**config.mk**
```make
export PLATFORM = sky130hd
export DESIGN_NAME = motor_ramp_ctrl_flat
export DESIGN_NICKNAME = d
export VERILOG_FILES = /design/src/rtl/motor_ramp_if.sv /design/src/rtl/motor_ramp_ctrl.sv /design/src/flat_wrapper.sv
export SDC_FILE = /design/constraint.sdc
export NUM_CORES = 1
export LEC_CHECK = 0
export CAP_MARGIN = 40
export CORE_UTILIZATION = 55
export CTS_BUF_LIST = sky130_fd_sc_hd__clkbuf_16
export CTS_CLUSTER_DIAMETER = 150
export CTS_CLUSTER_SIZE = 10
export DETAILED_ROUTE_END_ITERATION = 8
export GPL_TIMING_DRIVEN = 1
export MAX_ROUTING_LAYER = met4
export PLACE_DENSITY_LB_ADDON = 0.05
export SKIP_CTS_REPAIR_TIMING = 1
export SLEW_MARGIN = 20
export SYNTH_ARGS = -nofsm -noshare
export SYNTH_HDL_FRONTEND = slang
export SYNTH_SLANG_ARGS = --single-unit
```
**constraint.sdc**
```tcl
create_clock -name clk -period 3.8 [get_ports clk]
set_clock_uncertainty 0.15 [all_clocks]
set_input_delay 0.57 -clock clk [delete_from_list [all_inputs] [get_ports clk]]
set_output_delay 0.57 -clock clk [all_outputs]
set_load 0.01 [all_outputs]
```
**src/rtl/motor_ramp_if.sv**
```systemverilog
// Command/status bundle between a motor ramp controller and its driver.
// Handshake: a command transfers on a rising edge where cmd_valid && cmd_ready are both high.
interface motor_ramp_if #(
    parameter int SIZE = 12
);
    logic [SIZE-1:0] cmd_width;
    logic            cmd_dir;
    logic            cmd_valid;
    logic            cmd_ready;
    logic            estop;
    logic            period_done;
    logic [SIZE-1:0] width;
    logic            dir;
    logic            at_target;
    logic [1:0]      fsm_state;

    modport master (
        output cmd_width, cmd_dir, cmd_valid, estop, period_done,
        input  cmd_ready, width, dir, at_target, fsm_state
    );

    modport slave (
        input  cmd_width, cmd_dir, cmd_valid, estop, period_done,
        output cmd_ready, width, dir, at_target, fsm_state
    );
endinterface

```
**src/rtl/motor_ramp_ctrl.sv**
```systemverilog
// Slew-limited PWM duty controller: ramps duty per PWM period, brakes to zero and
// waits a dead time before reversing, and forces zero duty on emergency stop.
module motor_ramp_ctrl #(
    parameter int SIZE         = 12,
    parameter int PERIOD       = 4000,
    parameter int STEP         = 40,
    parameter int DEAD_PERIODS = 4
) (
    input  logic       clk,
    input  logic       rst,
    motor_ramp_if.slave bus
);
    typedef enum logic [1:0] {
        RUN   = 2'd0,
        BRAKE = 2'd1,
        DEAD  = 2'd2,
        STOP  = 2'd3
    } state_t;

    localparam int CW = (DEAD_PERIODS < 1) ? 1 : $clog2(DEAD_PERIODS + 1);
    localparam logic [SIZE-1:0] PERIOD_V = SIZE'(PERIOD);
    localparam logic [SIZE-1:0] STEP_V   = SIZE'(STEP);
    localparam logic [CW-1:0]   DEAD_V   = CW'(DEAD_PERIODS);

    state_t          state, state_next;
    logic [SIZE-1:0] width, width_next;
    logic            dir, dir_next;
    logic [SIZE-1:0] tgt_width, tgt_width_next;
    logic            tgt_dir, tgt_dir_next;
    logic [CW-1:0]   dead_cnt, dead_cnt_next;
    logic            ready;
    logic            at_tgt;
    logic            accept;

    always_ff @(posedge clk) begin
        if (rst) begin
            state     <= RUN;
            width     <= '0;
            dir       <= 1'b0;
            tgt_width <= '0;
            tgt_dir   <= 1'b0;
            dead_cnt  <= '0;
        end else begin
            state     <= state_next;
            width     <= width_next;
            dir       <= dir_next;
            tgt_width <= tgt_width_next;
            tgt_dir   <= tgt_dir_next;
            dead_cnt  <= dead_cnt_next;
        end
    end

    always_comb begin
        state_next     = state;
        width_next     = width;
        dir_next       = dir;
        tgt_width_next = tgt_width;
        tgt_dir_next   = tgt_dir;
        dead_cnt_next  = dead_cnt;
        accept         = bus.cmd_valid && ready;

        // The new target lands in the register; this cycle's step still uses the old one.
        if (accept) begin
            tgt_width_next = (bus.cmd_width > PERIOD_V) ? PERIOD_V : bus.cmd_width;
            tgt_dir_next   = bus.cmd_dir;
        end

        if (bus.estop) begin
            width_next = '0;
            state_next = STOP;
        end else begin
            case (state)
                RUN: begin
                    if (dir != tgt_dir) begin
                        state_next = BRAKE;
                    end else if (bus.period_done) begin
                        if (width < tgt_width)
                            width_next = ((tgt_width - width) > STEP_V) ? width + STEP_V : tgt_width;
                        else if (width > tgt_width)
                            width_next = ((width - tgt_width) > STEP_V) ? width - STEP_V : tgt_width;
                    end
                end
                BRAKE: begin
                    if (width == '0) begin
                        state_next    = DEAD;
                        dead_cnt_next = '0;
                    end else if (bus.period_done) begin
                        width_next = (width > STEP_V) ? width - STEP_V : '0;
                    end
                end
                DEAD: begin
                    width_next = '0;
                    // A zero dead time leaves immediately; otherwise leave on the last counted pulse.
                    if (dead_cnt >= DEAD_V) begin
                        dir_next   = tgt_dir;
                        state_next = RUN;
                    end else if (bus.period_done) begin
                        if ((dead_cnt + CW'(1)) == DEAD_V) begin
                            dir_next   = tgt_dir;
                            state_next = RUN;
                        end else begin
                            dead_cnt_next = dead_cnt + CW'(1);
                        end
                    end
                end
                STOP: begin
                    width_next    = '0;
                    state_next    = DEAD;
                    dead_cnt_next = '0;
                end
                default: begin
                    state_next = RUN;
                end
            endcase
        end
    end

    always_comb begin
        ready  = (state == RUN) && !bus.estop;
        at_tgt = (state == RUN) && (width == tgt_width) && (dir == tgt_dir);
    end

    assign bus.cmd_ready = ready;
    assign bus.at_target = at_tgt;
    assign bus.width     = width;
    assign bus.dir       = dir;
    assign bus.fsm_state = state;
endmodule

```
**src/flat_wrapper.sv**
```systemverilog
// flat-port wrapper written by rule: the top's interface ports become plain ports
module motor_ramp_ctrl_flat 
#(
    parameter int SIZE         = 12,
    parameter int PERIOD       = 4000,
    parameter int STEP         = 40,
    parameter int DEAD_PERIODS = 4
)
  (clk, rst, bus_cmd_width, bus_cmd_dir, bus_cmd_valid, bus_estop, bus_period_done, bus_cmd_ready, bus_width, bus_dir, bus_at_target, bus_fsm_state);
  motor_ramp_if #(.SIZE(SIZE)) bus_i ();
  input  logic clk;
  input  logic rst;
  input wire logic [$bits(bus_i.cmd_width)-1:0] bus_cmd_width;
  input wire logic [$bits(bus_i.cmd_dir)-1:0] bus_cmd_dir;
  input wire logic [$bits(bus_i.cmd_valid)-1:0] bus_cmd_valid;
  input wire logic [$bits(bus_i.estop)-1:0] bus_estop;
  input wire logic [$bits(bus_i.period_done)-1:0] bus_period_done;
  output wire logic [$bits(bus_i.cmd_ready)-1:0] bus_cmd_ready;
  output wire logic [$bits(bus_i.width)-1:0] bus_width;
  output wire logic [$bits(bus_i.dir)-1:0] bus_dir;
  output wire logic [$bits(bus_i.at_target)-1:0] bus_at_target;
  output wire logic [$bits(bus_i.fsm_state)-1:0] bus_fsm_state;
  assign bus_i.cmd_width = bus_cmd_width;
  assign bus_i.cmd_dir = bus_cmd_dir;
  assign bus_i.cmd_valid = bus_cmd_valid;
  assign bus_i.estop = bus_estop;
  assign bus_i.period_done = bus_period_done;
  assign bus_cmd_ready = bus_i.cmd_ready;
  assign bus_width = bus_i.width;
  assign bus_dir = bus_i.dir;
  assign bus_at_target = bus_i.at_target;
  assign bus_fsm_state = bus_i.fsm_state;
  motor_ramp_ctrl #(.SIZE(SIZE), .PERIOD(PERIOD), .STEP(STEP), .DEAD_PERIODS(DEAD_PERIODS)) u_core (.clk(clk), .rst(rst), .bus(bus_i));
endmodule
```
==> flow_summary.yaml <==
outcome:
  outcome: "completed"
worst_setup_path:
  reg2reg_depth: 12
  cp-end-kind: "primary output"
  cpPeakStageDelay_ns: 0.54
  critPathMaxFanout: 9
  critPathRequiredTime_ns: 3.08
  cp_slowest_cell: "clkdlybuf4s50_1"
  cp.arrival_ns: 2.97
  path_cells: "inv_1, ha_2, nand4_2, or2_2, or3_1, nor2_1, clkdlybuf4s50_1"
  cp-start-kind: "register"
  reg2reg_slack_ns: 0.18
  crit_type: "reg2out"
die:
  dieArea_um2: 6060
  initial_core_util: 0.571
  die_y_um: 77.8
  fp.coreArea_um2: 5540
  rows: 27
  die_w_um: 77.8
  ios: 35
logic_synthesis:
  ys_seq_area_frac: 0.196
  synth_cell_type_count: 63
  syn_area_um2: 3160
  syn-num-nets: 481
  yosys.area.top_type: "dfxtp_1"
  postSynthAreaPerCell_um2: 7.29
  synth_seq_cells: 31
  ys.flop_type: "dfxtp_1"
  yosys_warnings: 0
  synth_area_leaders: "dfxtp_1 20%, ha_1 11%, a21oi_1 7.1%"
  synth_top_area_frac: 0.196
  postSynthCellCount: 434
  synth_edf_count: 0
  async_reset_ff_frac: 0
global_route:
  grt_pass1_wl_um: 15000
  grt_pass1_vias: 3141
  grt_usage: 0.322
  grt_max_degree: 22
  grt_antenna_before_repair: 0
  grt.overflow.total: 0
job:
  maxCapViolations: 0
pwr:
  intPower_mw: 1.91
  power_switching_mw: 1.83
  vdd_ir_drop_max_mv: 0.533
  power_frac_seq: 0.116
  power_switching_share: 0.489
  clock_power_share: 0.121
  leakagePower_nw: 1.55
  p_per_area_nw_per_um2: 974
  comb_power_share: 0.764
cells_and_area:
  utilization: 0.692
  final_cell_mix: "45 x a21oi_1, 42 x nand2_1, 37 x inv_1, 35 x nor2_1, 34 x clkdlybuf4s50_1"
  drive_gt1_frac: 0.0962
  final_common_cell: "a21oi_1"
  multi_input_area_um2: 2320
  antennaDiodeCount: 0
  regArea_um2: 621
  nFillCells: 491
  finalNetCount: 524
  syn2layout_area_growth_pct: 21.3
clock_network:
  clkSlewWorstSetupHoldPaths_ns: 0.06
  root_buffer: "clkbuf_16"
  cts_buffer_depth: 2
  cts_buffers: 5
  clk-insertion-delay-late_ns: 0.28
  cts_tree: "done"
  clock-sinks: 31
  h-tree-depth: 2
placement:
  hpwl_um: 6830
  gp_congestion: 0.884
  port_buffers: 34
worst_hold_path:
  min_path_cells: 2
  hold_path_class: "reg2reg"
sta:
  setup_viol: 0
  hold_viol: 0
  drv_slew: 0
  max_freq_ghz: 0.271
  period_share: 0.972
  worst_slew_pin_slew_ns: 0.577
  rsz0062_at_grt: "false"
  min_period_ns: 3.69
  fin_tns_setup_ns: 0
  slew_headroom: 0.612
drt:
  wl_per_cell_um: 16.6
  drtIter0Drc: 344
  via_per_inst: 6.22
  antenna_left: 0
  routed_wl_um: 9150
  dr.pass1.iters: 7
  drcViolationCount: 0
  routed-via-count: 3420
## layer usage
layer | share of wire | track usage | up-vias
met5 | 0 | - | -
met4 | 0.017 | 0.104 | 0
met3 | 0.070 | 0.0459 | 23
met2 | 0.46 | 0.515 | 162
met1 | 0.45 | 0.416 | 1580
li1 | - | - | 1655
## registers in the layout, summed over array words and instances, names as in the netlist
name	flops
u_core.bus.dir	1
u_core.bus.fsm_state	2
u_core.bus.width	12
u_core.dead_cnt	3
u_core.tgt_dir	1
u_core.tgt_width	12
## path summary, 6_finish.rpt
kind	start	to
worst min register to register	u_core.tgt_dir$_SDFFE_PP0P_	u_core.tgt_dir$_SDFFE_PP0P_
worst max-delay path	u_core.bus.width[7]$_SDFFE_PP0P_	bus_at_target
worst max register to register	u_core.tgt_width[0]$_SDFFE_PP0P_	u_core.bus.width[1]$_SDFFE_PP0P_
worst min-delay path	u_core.tgt_dir$_SDFFE_PP0P_	u_core.tgt_dir$_SDFFE_PP0P_
## power by group through the flow
stage	logic (mW)	clock network [mW]	registers, mW
2_1_floorplan	1.96	0	0.452
3_3_place_gp	2.73	0	0.433
3_5_place_dp	2.75	0	0.437
4_1_cts	2.78	0.455	0.430
5_1_grt	3.07	0.466	0.440
6_report	2.85	0.451	0.432
## Yosys cell counts, types with 5 or more instances
| library cell | count |
|---|---|
| a21oi_1 | 45 |
| nand2_1 | 42 |
| inv_1 | 37 |
| nor2_1 | 35 |
| dfxtp_1 | 31 |
| ha_1 | 28 |
| o21ai_0 | 20 |
| clkbuf_1 | 13 |
| nor3_1 | 13 |
| or2_2 | 9 |
| xnor2_1 | 9 |
| a21o_1 | 8 |
| mux2i_1 | 7 |
| nand3_1 | 7 |
| o21a_1 | 7 |
| xor2_1 | 7 |
| a22oi_1 | 6 |
| nand2b_1 | 6 |
| nor4_1 | 6 |
| a31oi_1 | 5 |
| nor2b_1 | 5 |
| o22ai_1 | 5 |
| o32ai_1 | 5 |
## final cells by class
cell class / instances / share of cell area
sequential: 31 / 0.162
inverter: 37 / 0.0362
timing repair buffer: 56 / 0.132
multi-input combinational: 346 / 0.604
tap: 72 / 0.0235
clock inverter: 3 / 0.0101
clock buffer: 5 / 0.0326
## cells by family after synthesis
group / share of synthesized area
fa+ha+maj: 0.117
buf+inv: 0.0716
xor+xnor: 0.0443
flops: 0.196
simple gates: 0.235
compound gates: 0.313
mux: 0.0222
## worst max-delay path: cells and delay by family, from the launching register on
family,cells,cell delay (ns)
AND/OR/NAND/NOR,4,1.11
adder cells (fa/ha/maj),1,0.44
flip-flops,1,0.45
buffers and inverters,2,0.68
## through the flow
stage                     worst slack, ns  power [mW]  instance area (µm²)  hold slack [ns]  std cells
after floorplan                     0.241        2.41                 3160            0.296        434
after global placement              0.344        3.17                 3670            0.314        542
after detailed placement            0.242        3.19                 3670            0.330        542
after CTS                          0.0791        3.67                 3830            0.337        550
after global routing               0.0216        3.98                 3840            0.368        550
final                               0.107        3.74                 3840            0.337        550
No activity file was read; power rests on OpenSTA's default activity.
